===== src/rtl/mem_pkg.sv =====
// mem_pkg: shared widths, depths and FSM state encoding for the burst master.
package mem_pkg;
  localparam int DATA_W = 32;
  localparam int ADDR_W = 32;
  localparam int LEN_W = 4;
  localparam int MEM_DEPTH = 256;
  typedef enum logic [2:0] {IDLE, WRITE, WDONE, READ, RDRAIN} state_t;
endpackage


===== src/rtl/rd_return_fifo.sv =====
// rd_return_fifo: 3-deep read-return buffer; head is presented combinationally.
module rd_return_fifo #(
  parameter int W = 32
) (
  input  logic         clk,
  input  logic         rst_n,
  input  logic         push,
  input  logic [W-1:0] din,
  input  logic         pop,
  output logic [W-1:0] dout,
  output logic         valid,
  output logic [1:0]   count
);
  logic [W-1:0] mem [3];
  logic [1:0] rptr, wptr;
  always_ff @(posedge clk)
    if (push) mem[wptr] <= din;
  always_ff @(posedge clk or negedge rst_n)
    if (!rst_n) begin
      rptr  <= '0;
      wptr  <= '0;
      count <= '0;
    end else begin
      if (push) wptr <= wptr == 2'd2 ? 2'd0 : wptr + 2'd1;
      if (pop) rptr <= rptr == 2'd2 ? 2'd0 : rptr + 2'd1;
      count <= count + {1'b0, push} - {1'b0, pop};
    end
  assign valid = count != 2'd0;
  // Gated so the data output reads zero while empty, including after reset.
  assign dout = valid ? mem[rptr] : '0;
endmodule


===== src/rtl/mem_burst_master.sv =====
// mem_burst_master: turns load/store bursts into per-cycle accesses to a
// one-cycle-latency word memory, with valid/ready on both data streams.
module mem_burst_master #(
  parameter int DATA_W    = mem_pkg::DATA_W,
  parameter int ADDR_W    = mem_pkg::ADDR_W,
  parameter int LEN_W     = mem_pkg::LEN_W,
  parameter int MEM_DEPTH = mem_pkg::MEM_DEPTH
) (
  input  logic              clk,
  input  logic              rst_n,
  input  logic              req_valid,
  output logic              req_ready,
  input  logic              req_write,
  input  logic [ADDR_W-1:0] req_addr,
  input  logic [LEN_W-1:0]  req_len,
  input  logic              wr_valid,
  output logic              wr_ready,
  input  logic [DATA_W-1:0] wr_data,
  output logic              rd_valid,
  input  logic              rd_ready,
  output logic [DATA_W-1:0] rd_data,
  output logic              done,
  output logic              busy,
  output logic              mem_write_enable,
  output logic [ADDR_W-1:0] mem_address,
  output logic [DATA_W-1:0] mem_write_data,
  input  logic [DATA_W-1:0] mem_read_data
);
  import mem_pkg::*;
  state_t state;
  logic [ADDR_W-1:0] cur_addr, next_addr;
  logic [LEN_W:0] remaining;
  logic [1:0] tag, fifo_count;
  logic [2:0] credit;
  logic pop, issue, drained;
  assign pop       = rd_valid & rd_ready;
  // Words already owed to the buffer after this cycle's hand-off; must stay below 3.
  assign credit    = {2'b0, tag[0]} + {2'b0, tag[1]} + {1'b0, fifo_count} - {2'b0, pop};
  assign issue     = state == READ && credit < 3'd3;
  assign drained   = tag == 2'b00 && fifo_count == 2'd0;
  assign next_addr = cur_addr == ADDR_W'(MEM_DEPTH - 1) ? '0 : cur_addr + ADDR_W'(1);
  assign req_ready = state == IDLE;
  assign wr_ready  = state == WRITE;
  assign busy      = state != IDLE;
  assign done      = state == WDONE || (state == RDRAIN && drained);
  always_ff @(posedge clk or negedge rst_n)
    if (!rst_n) begin
      state            <= IDLE;
      cur_addr         <= '0;
      remaining        <= '0;
      tag              <= '0;
      mem_write_enable <= 1'b0;
      mem_address      <= '0;
      mem_write_data   <= '0;
    end else begin
      tag <= {tag[0], issue};
      case (state)
        IDLE:
          if (req_valid) begin
            cur_addr  <= req_addr;
            remaining <= {1'b0, req_len} + (LEN_W + 1)'(1);
            state     <= req_write ? WRITE : READ;
          end
        WRITE: begin
          mem_write_enable <= wr_valid;
          if (wr_valid) begin
            mem_address    <= cur_addr;
            mem_write_data <= wr_data;
            cur_addr       <= next_addr;
            remaining      <= remaining - (LEN_W + 1)'(1);
            if (remaining == (LEN_W + 1)'(1)) state <= WDONE;
          end
        end
        WDONE: begin
          mem_write_enable <= 1'b0;
          state            <= IDLE;
        end
        READ: begin
          mem_write_enable <= 1'b0;
          if (issue) begin
            mem_address <= cur_addr;
            cur_addr    <= next_addr;
            remaining   <= remaining - (LEN_W + 1)'(1);
            if (remaining == (LEN_W + 1)'(1)) state <= RDRAIN;
          end
        end
        RDRAIN:
          if (drained) state <= IDLE;
        default: state <= IDLE;
      endcase
    end
  // The in-flight tag leaves the shift exactly when the memory's read data is valid.
  rd_return_fifo #(.W(DATA_W)) u_fifo (
    .clk   (clk),
    .rst_n (rst_n),
    .push  (tag[1]),
    .din   (mem_read_data),
    .pop   (pop),
    .dout  (rd_data),
    .valid (rd_valid),
    .count (fifo_count)
  );
endmodule


===== config.mk =====
export PLATFORM = sky130hd
export DESIGN_NAME = mem_burst_master
export DESIGN_NICKNAME = d
export VERILOG_FILES = /design/src/rtl/mem_pkg.sv /design/src/rtl/rd_return_fifo.sv /design/src/rtl/mem_burst_master.sv
export SDC_FILE = /design/constraint.sdc
export NUM_CORES = 1
export LEC_CHECK = 0
export ABC_AREA = 1
export BUFFER_PORTS_ARGS = -buffer_cell sky130_fd_sc_hd__buf_2
export CAP_MARGIN = 10
export CORE_ASPECT_RATIO = 1.2
export CORE_MARGIN = 4
export CORE_UTILIZATION = 51
export CTS_BUF_LIST = sky130_fd_sc_hd__clkbuf_8
export DETAILED_ROUTE_END_ITERATION = 6
export GPL_ROUTABILITY_DRIVEN = 0
export PLACE_DENSITY = 0.78
export RECOVER_POWER = 100
export SLEW_MARGIN = 20
export SYNTH_ARGS = -nofsm -noshare
export SYNTH_HDL_FRONTEND = slang
export SYNTH_HIERARCHICAL = 1
export SYNTH_SLANG_ARGS = --single-unit
export TNS_END_PERCENT = 5

===== constraint.sdc =====
create_clock -name clk -period 3.2 [get_ports clk]
set_input_delay 0.8 -clock clk [delete_from_list [all_inputs] [get_ports clk]]
set_output_delay 0.8 -clock clk [all_outputs]
set_load 0.02 [all_outputs]

==> metrics.txt, run 1 <==
failing checks max-capacitance violations, max-slew violations; Layout Cells excl Fill 1561; Simple-Gate Fraction of Synth Area 22.7%; Post-CTS Hold Buffers 0; Synth Warn # 6; register area around 0.0057 mm^2; Post-synth EDFFs 96; setup repair bufs after CTS 0; syn_nets around 1200; status finished, violations left; # nets final 1398; drt pass-1 iters 4; Critical Path Start Type register; total grt overflow 0; area delta synth->final 17.0%; TritonCTS clock tree yes; Final Hold Viols 0; synthesized area per cell slightly above 9 um^2; Cells after Synth about 1100; Inserted Diodes 0; RSZ-0062 raised after global routing no; clock-pin slew on the worst setup and hold paths about 0.060 ns; IO Pins around 210; Tot Pwr 12.3 mW; initial DRC count roughly 470; Synth cell types 38; internal power 6.75 mW; Pins Over Slew Limit 164; placed cell area roughly 0.011 mm^2; worst-case reg-to-reg path depth 14; area of the core 0.0190 mm^2; port bufs 207; Power Dens Cells 1060 mW/mm^2; net switching power 5.58 mW; minimum clock period between 2 and 3 ns; Post-Route WL about 23 mm; row count 55; Comb pwr share a little under half; final core utilization 61.1%; Post-synth ARST share 54.1%; # fillers 1704; main combinational cell family by area after synthesis simple AND/OR/NAND/NOR gates; largest net degree at the start of global routing 65; mapped cell area 0.00992 mm^2; Reg power frac 34.8%; setup slack, reg-to-reg 0.25 ns; footprint of the multi-input gates 0.00342 mm^2; Residual DRC 0; Fmax 337 MHz; worst vdd ir a little over 0.7 mV; global-route wire length before repair 37.4 mm; vias in the first global route 7677; Seq/Total Area, Yosys a little under three fifths; worst hold slack 0.244 ns; most common flop cell mapped by yosys dfrtp_1; Max-Cap Viols 4; later-pin clock latency in the skew report 0.53 ns; die height 161 um; FF+latch count, synth 209; critical path required time 2.40 ns; sw frac a little under half; setup_tns 0 ns; wire per inst 14.7 um; origin of the critical flop-to-flop path u_fifo/count[0]; clk buf depth 3; portion of netlist area occupied by mux cells 3.75%; die area 0.0218 mm^2; post-synthesis adder-cell area fraction 1.29%; vias per inst 4.98; Finished Cell Area ~0.012 mm^2; compound-cell area share of the yosys netlist under 10%; critical path arrival 2.17 ns; CTS buffer count 35; xor and xnor area share after synthesis between 1 and 1.5%; part of the power in the clock network between 10% and 20%; pre-CTS setup slack -0.0329 ns; total track usage 21.2%; leakage 5.28 nW; setup ws final 0.233 ns; Slew headroom -33.0%; post-CTS resize count 0; Sinks on Clock Net 209; CTS root buf clkbuf_8; setup violators final 0; Die W 135 um; H-tree lvl count 2; Routed Antenna Nets 0; worst r2r dst cur_addr[5]; worst slew pin tran 1.99 ns; routed via count roughly 8000; Hold WC Path Type input port to async pin; Worst Setup End Kind output port; Tcrit/Tclk final 92.7%; CP max FO 20; layout cells sized above 1 roughly 14%; initial antenna violation count 0; Starting Density 52.2%; Cells after DPL 1501; Setup Skew 0.0221 ns; HPWL Detailed 15.9 mm; WS Path Type register to output port
cell usage in the layout (no fill, tap or decap), types with 7 or more instances in the layout:
master	synthesis	layout
a21boi_0	0	19
a21boi_1	26	7
a21oi_1	32	32
buf_2	20	75
clkbuf_1	3	134
clkbuf_8	0	38
dfrtp_1	113	111
edfxtp_1	96	96
ha_1	7	7
inv_1	127	136
mux2_2	33	32
nand2_1	256	256
nand3_1	111	111
nor2_1	147	148
o21ai_0	24	25
xor2_1	12	12
worst max-delay path, cell delays in order (launching register included):
cell	delay [ns]
dfrtp_2	0.68
buf_4	0.35
nand3_1	0.11
nand3_1	0.13
nand2_1	0.06
inv_1	0.08
clkbuf_1	0.22
worst max path at each step:
stage                     from              end  slack (ns)
2_1_floorplan  u_fifo/count[1]     remaining[1]        0.12
3_3_place_gp          rd_ready  mem_address[31]        0.05
3_5_place_dp          rd_ready   mem_address[8]       -0.03
4_1_cts         u_fifo/rptr[0]      rd_data[21]        0.05
5_1_grt        u_fifo/count[0]     cur_addr[24]        0.02
6_report        u_fifo/rptr[0]      rd_data[12]        0.23
metal layers:
layer	wire [um]	global-route usage (%)	vias to the layer above	share of wire (%)
li1	-	-	3869	-
met1	9110	25.9	3613	40
met2	11800	37.6	245	51
met3	1460	3.82	45	6.3
met4	615	7.38	0	2.7
met5	0	0	-	0
sequential cells by signal (all words and copies together), names as in the netlist:
| register | flops |
|---|---|
| remaining | 5 |
| mem_write_enable | 1 |
| u_fifo/mem | 96 |
| tag | 2 |
| u_fifo/count | 2 |
| u_fifo/rptr | 2 |
| mem_address | 32 |
| mem_write_data | 32 |
| state | 3 |
| u_fifo/wptr | 2 |
| cur_addr | 32 |
layout make-up:
type,instances,share of cell area (%)
Sequential cell,209,49.2
Clock inverter,21,1.14
Tap cell,256,2.76
Inverter,130,4.23
Timing Repair Buffer,221,8.64
Clock buffer,38,4.51
Multi-Input combinational cell,686,29.5
cells by family (layout without fill, tap and decap cells):
family / after synthesis / in the layout
xor gates and xnor gates: 15 / 15
and+or+nand+nor: 539 / 540
AOI/OAI and AO/OA: 89 / 89
muxes: 33 / 33
buffers and inverters: 171 / 410
adders and majority gates: 9 / 9
DFF: 209 / 209
power by group through the flow:
stage	Sequential [mW]	Clock, mW	Combinational (mW)
2_1_floorplan	4.61	0	4.15
3_3_place_gp	4.27	0	5.96
3_5_place_dp	4.30	0	6.15
4_1_cts	4.26	2.30	6.17
5_1_grt	4.40	2.43	6.51
6_report	4.29	2.23	5.81
cell usage after synthesis (3+ instances only):
cell | instances | area (um^2)
a21boi_1 | 26 | 195
a21oi_1 | 32 | 160
buf_2 | 20 | 100
buf_4 | 4 | 30.0
buf_6 | 11 | 124
buf_8 | 3 | 45.0
clkbuf_1 | 3 | 11.3
dfrtp_1 | 113 | 2830
edfxtp_1 | 96 | 2880
ha_1 | 7 | 87.6
inv_1 | 127 | 477
mux2_2 | 33 | 372
nand2_1 | 256 | 961
nand3_1 | 111 | 556
nand4_1 | 5 | 31.3
nor2_1 | 147 | 552
nor2_2 | 5 | 31.3
o21ai_0 | 24 | 120
or2_1 | 3 | 18.8
xnor2_1 | 3 | 26.3
xor2_1 | 12 | 105
Note: power is estimated with default switching activity, not from simulation.
==> inputs of run 2 (changes only) <==
--- a/config.mk
+++ b/config.mk
@@ -5,16 +5,15 @@
 export SDC_FILE = /design/constraint.sdc
 export NUM_CORES = 1
 export LEC_CHECK = 0
-export ABC_AREA = 1
 export BUFFER_PORTS_ARGS = -buffer_cell sky130_fd_sc_hd__buf_2
 export CAP_MARGIN = 10
 export CORE_ASPECT_RATIO = 1.2
 export CORE_MARGIN = 4
-export CORE_UTILIZATION = 51
+export CORE_UTILIZATION = 56
 export CTS_BUF_LIST = sky130_fd_sc_hd__clkbuf_8
 export DETAILED_ROUTE_END_ITERATION = 6
 export GPL_ROUTABILITY_DRIVEN = 0
-export PLACE_DENSITY = 0.78
+export PLACE_DENSITY = 0.82
 export RECOVER_POWER = 100
 export SLEW_MARGIN = 20
 export SYNTH_ARGS = -nofsm -noshare
==> constraint.sdc (replaced) <==
create_clock -name clk -period 2.9 [get_ports clk]
set_input_delay 0.725 -clock clk [delete_from_list [all_inputs] [get_ports clk]]
set_output_delay 0.725 -clock clk [all_outputs]
set_load 0.02 [all_outputs]
==> run 2 against run 1 <==
The run ends with max-capacitance violations, max-slew violations, negative setup slack left. Worst setup slack worse by 0.51 ns. Core utilization rose by 9.7 points. Non-clock buffer count increased by 30. Cell count decreased by 22%. Die area shrank 12%. Critical path depth increased by 7. Routed wire length decreased by 0.57%. Area after synthesis decreased by 3.7%. Sequential cell count did not move. Worst hold slack better by 0.15 ns. Count of clock-buffer cells in the layout did not move. Synthesized cell count shrank 30%. Largest cell class unchanged.
==> metrics.txt, run 2 <==
status finished, violations left; failing checks max-capacitance violations, max-slew violations, negative setup slack; xor and xnor area share after synthesis 0.458% (-0.87 points); global-route wire length before repair 36.3 mm (-2.9%); vias in the first global route 7220 (-6.0%); area delta synth->final 24.4%; Hold Path Depth 2; Worst Setup End Kind register; Setup Skew 0.0153 ns (-0.00672 ns); RSZ-0062 raised after global routing yes; total grt overflow 0 (unchanged); Tcrit/Tclk final 110%; initial antenna violation count 0 (unchanged); Tot Pwr 15.0 mW (+22%); worst vdd ir 0.799 mV (+10%); minimum clock period 3.18 ns; total track usage 23.5% (+2.2 points); setup violators final 61 (+61); clk buf depth 3 (unchanged); die height 151 um (-6.0%); max reg flops 96 (unchanged); Post-synth EDFFs 96 (unchanged); Inserted Diodes 0 (unchanged); CP max FO 22 (+10%); Post-Route WL 22.9 mm (-0.57%); Residual DRC 0 (unchanged); Pins Over Slew Limit 32 (-80%); portion of netlist area occupied by mux cells 11.2% (+7.5 points); synthesized area per cell 12.8 um^2 (+38%); most frequent cell after synthesis dfrtp_1; Routed Antenna Nets 0 (unchanged); Seq/Total Area, Yosys 59.8% (+2.2 points); main combinational cell family by area after synthesis compound AO/OA/AOI/OAI gates; CP delay by family, top adder cells; hold path endpoint mem_write_data[2]; Biggest register u_fifo/mem; Most common cell on crit path nor2_4; post-synthesis adder-cell area fraction 1.34% (+0.049 points); TritonCTS clock tree yes; Synth Warn # 6 (unchanged); CTS root buf clkbuf_8; critical path buffer and inverter count 3 (unchanged); Max stage delay on crit path 0.42 ns (-0.26 ns); H-tree lvl count 1 (-1); die area 0.0192 mm^2 (-12%); Power Dens Cells 1270 mW/mm^2 (+19%); setup slack, reg-to-reg -0.28 ns (-0.53 ns); Synth area leaders edfxtp_1, dfrtp_1, mux2_2; Cells after Synth 745 (-30%); Hold WC Path Type input port to register; Critical Path Start Type register; mapped cell area 0.00955 mm^2 (-3.7%); Yosys top cell area share 30.2% (+1.1 points); HPWL Detailed 15.7 mm (-1.1%); # nets final 1098 (-21%); top cells by count, synth dfrtp_1, edfxtp_1, mux2_2; port bufs 207 (unchanged); worst-case reg-to-reg path depth 13 (-1); setup ws final -0.277 ns (-0.511 ns); origin of the critical flop-to-flop path u_fifo/count[1]; clock-pin slew on the worst setup and hold paths 0.07 ns (about the same); HP Start wr_data[2]; Die W 127 um (-6.0%); most common cell after layout, fill and taps aside buf_2; IO Pins 208 (unchanged); largest net degree at the start of global routing 54 (-17%); Starting Density 56.9% (+4.7 points); commonest cells after routing, fill and taps aside buf_2, dfrtp_1, edfxtp_1; Final Hold Viols 0 (unchanged); initial DRC count 457 (-3.4%); CTS buffer count 31 (-11%); area of the core 0.0168 mm^2 (-12%); WS Path Type register to register; CP Cell Sequence nor2_4, clkinvlp_4, and2_4, ha_4, fa_2, inv_2, fa_1, xor2_1, nand4_1, a21o_1, nor2_4, buf_12, mux2_2; worst r2r dst mem_address[25]; critical path required time 3.34 ns (+0.94 ns); compound-cell area share of the yosys netlist 12.3% (+7.0 points); Sinks on Clock Net 209 (unchanged); final core utilization 70.8% (+9.7 points); # fillers 1222 (-28%); later-pin clock latency in the skew report 0.56 ns (+0.03 ns); drt pass-1 iters 5 (+1); syn_nets 860 (-27%); routed via count 7058 (-9.2%); leakage 4.90 nW (-7.0%); Max-Cap Viols 1 (-3); Simple-Gate Fraction of Synth Area 10.9% (-12 points); FF+latch count, synth 209 (unchanged); worst slew pin tran 1.59 ns (-0.407 ns); critical path arrival 3.62 ns (+1.45 ns); wire per inst 18.7 um (+27%); layout cells sized above 1 39.3% (+25 points); Synth cell types 65 (+71%); Slew headroom -5.84% (+27 points); most common flop cell mapped by yosys dfrtp_1; Fmax 315 MHz; row count 52 (-5.5%); Slowest-stage cell, CP dfrtp_2; Yosys top cell by area edfxtp_1; Post-CTS Hold Buffers 0 (unchanged); vias per inst 5.77 (+16%); Post-synth ARST share 54.1% (unchanged)
[run 2: changes by cell type after synthesis, sizes merged, moves of 31 or more]
cell    before  now
a211oi       0   33
inv        130   36
mux2        33   64
mux2i        0   35
nand2      258   53
nand3      112   17
nor2       154   21
nor2b        0   35
[run 2: cell families (layout without fill, tap and decap cells)]
family          count (synthesis)  in the layout
compound gates                149            149
xor+xnor                        5              5
fa+ha+maj                       9              9
buf+inv                        82            345
flops                         209            209
mux                            99             99
simple gates                  192            192
[run 2: worst max path at each step]
stage	from	to	slack [ns]	cells past startpoint
6_report	u_fifo/count[1]	mem_address[25]	-0.28	13
5_1_grt	u_fifo/count[1]	cur_addr[29]	-0.48	13
4_1_cts	u_fifo/count[0]	mem_address[25]	-0.27	13
3_5_place_dp	rd_ready	mem_address[20]	-0.45	12
3_3_place_gp	rd_ready	mem_address[11]	-0.42	12
2_1_floorplan	u_fifo/count[0]	mem_address[0]	-0.52	15
[run 2: metrics by stage]
stage                     TNS [ns]  instance area, um^2  setup slack [ns]  hold WS [ns]  cells
after floorplan             -53.89                 9630            -0.515         0.375    745
after global placement      -22.12                11000            -0.423         0.385   1163
after detailed placement    -23.35                11000            -0.450         0.388   1163
after CTS                    -9.80                11900            -0.267        0.0749   1221
after global routing        -26.34                11900            -0.479         0.370   1224
final                       -11.21                11900            -0.277         0.396   1224
[run 2: power by group]
| part | internal (mW) | switching (mW) | leakage [nW] |
|---|---|---|---|
| combinational | 3.10 | 4.19 | 2.26 |
| sequential | 4.10 | 0.824 | 2.23 |
| clock | 1.72 | 1.11 | 0.412 |
[run 2: area by class of cell]
type	count	area [um^2]	share of cell area, %
sequential	209	5710	48.1
multi-input combinational	454	3620	30.4
tap	216	270	2.27
clock buffer	38	523	4.40
timing repair buffer	251	1380	11.6
inverter	36	139	1.17
clock inverter	20	240	2.02
[run 2: routing by layer]
metal	up-vias	share of wire (%)	GRT usage, %	wire length [um]
met2	305	51	41.6	11700
met4	0	2.8	7.94	641
met1	3439	39	29.2	8880
met5	-	0	0	0
met3	55	7.1	3.99	1630
li1	3259	-	-	-
[run 2: what timing repair did]
action,CTS,global route
endpoints found under the setup margin,67,72
setup buffers,0,3
pin swaps,4,11
gates resized for setup,29,15
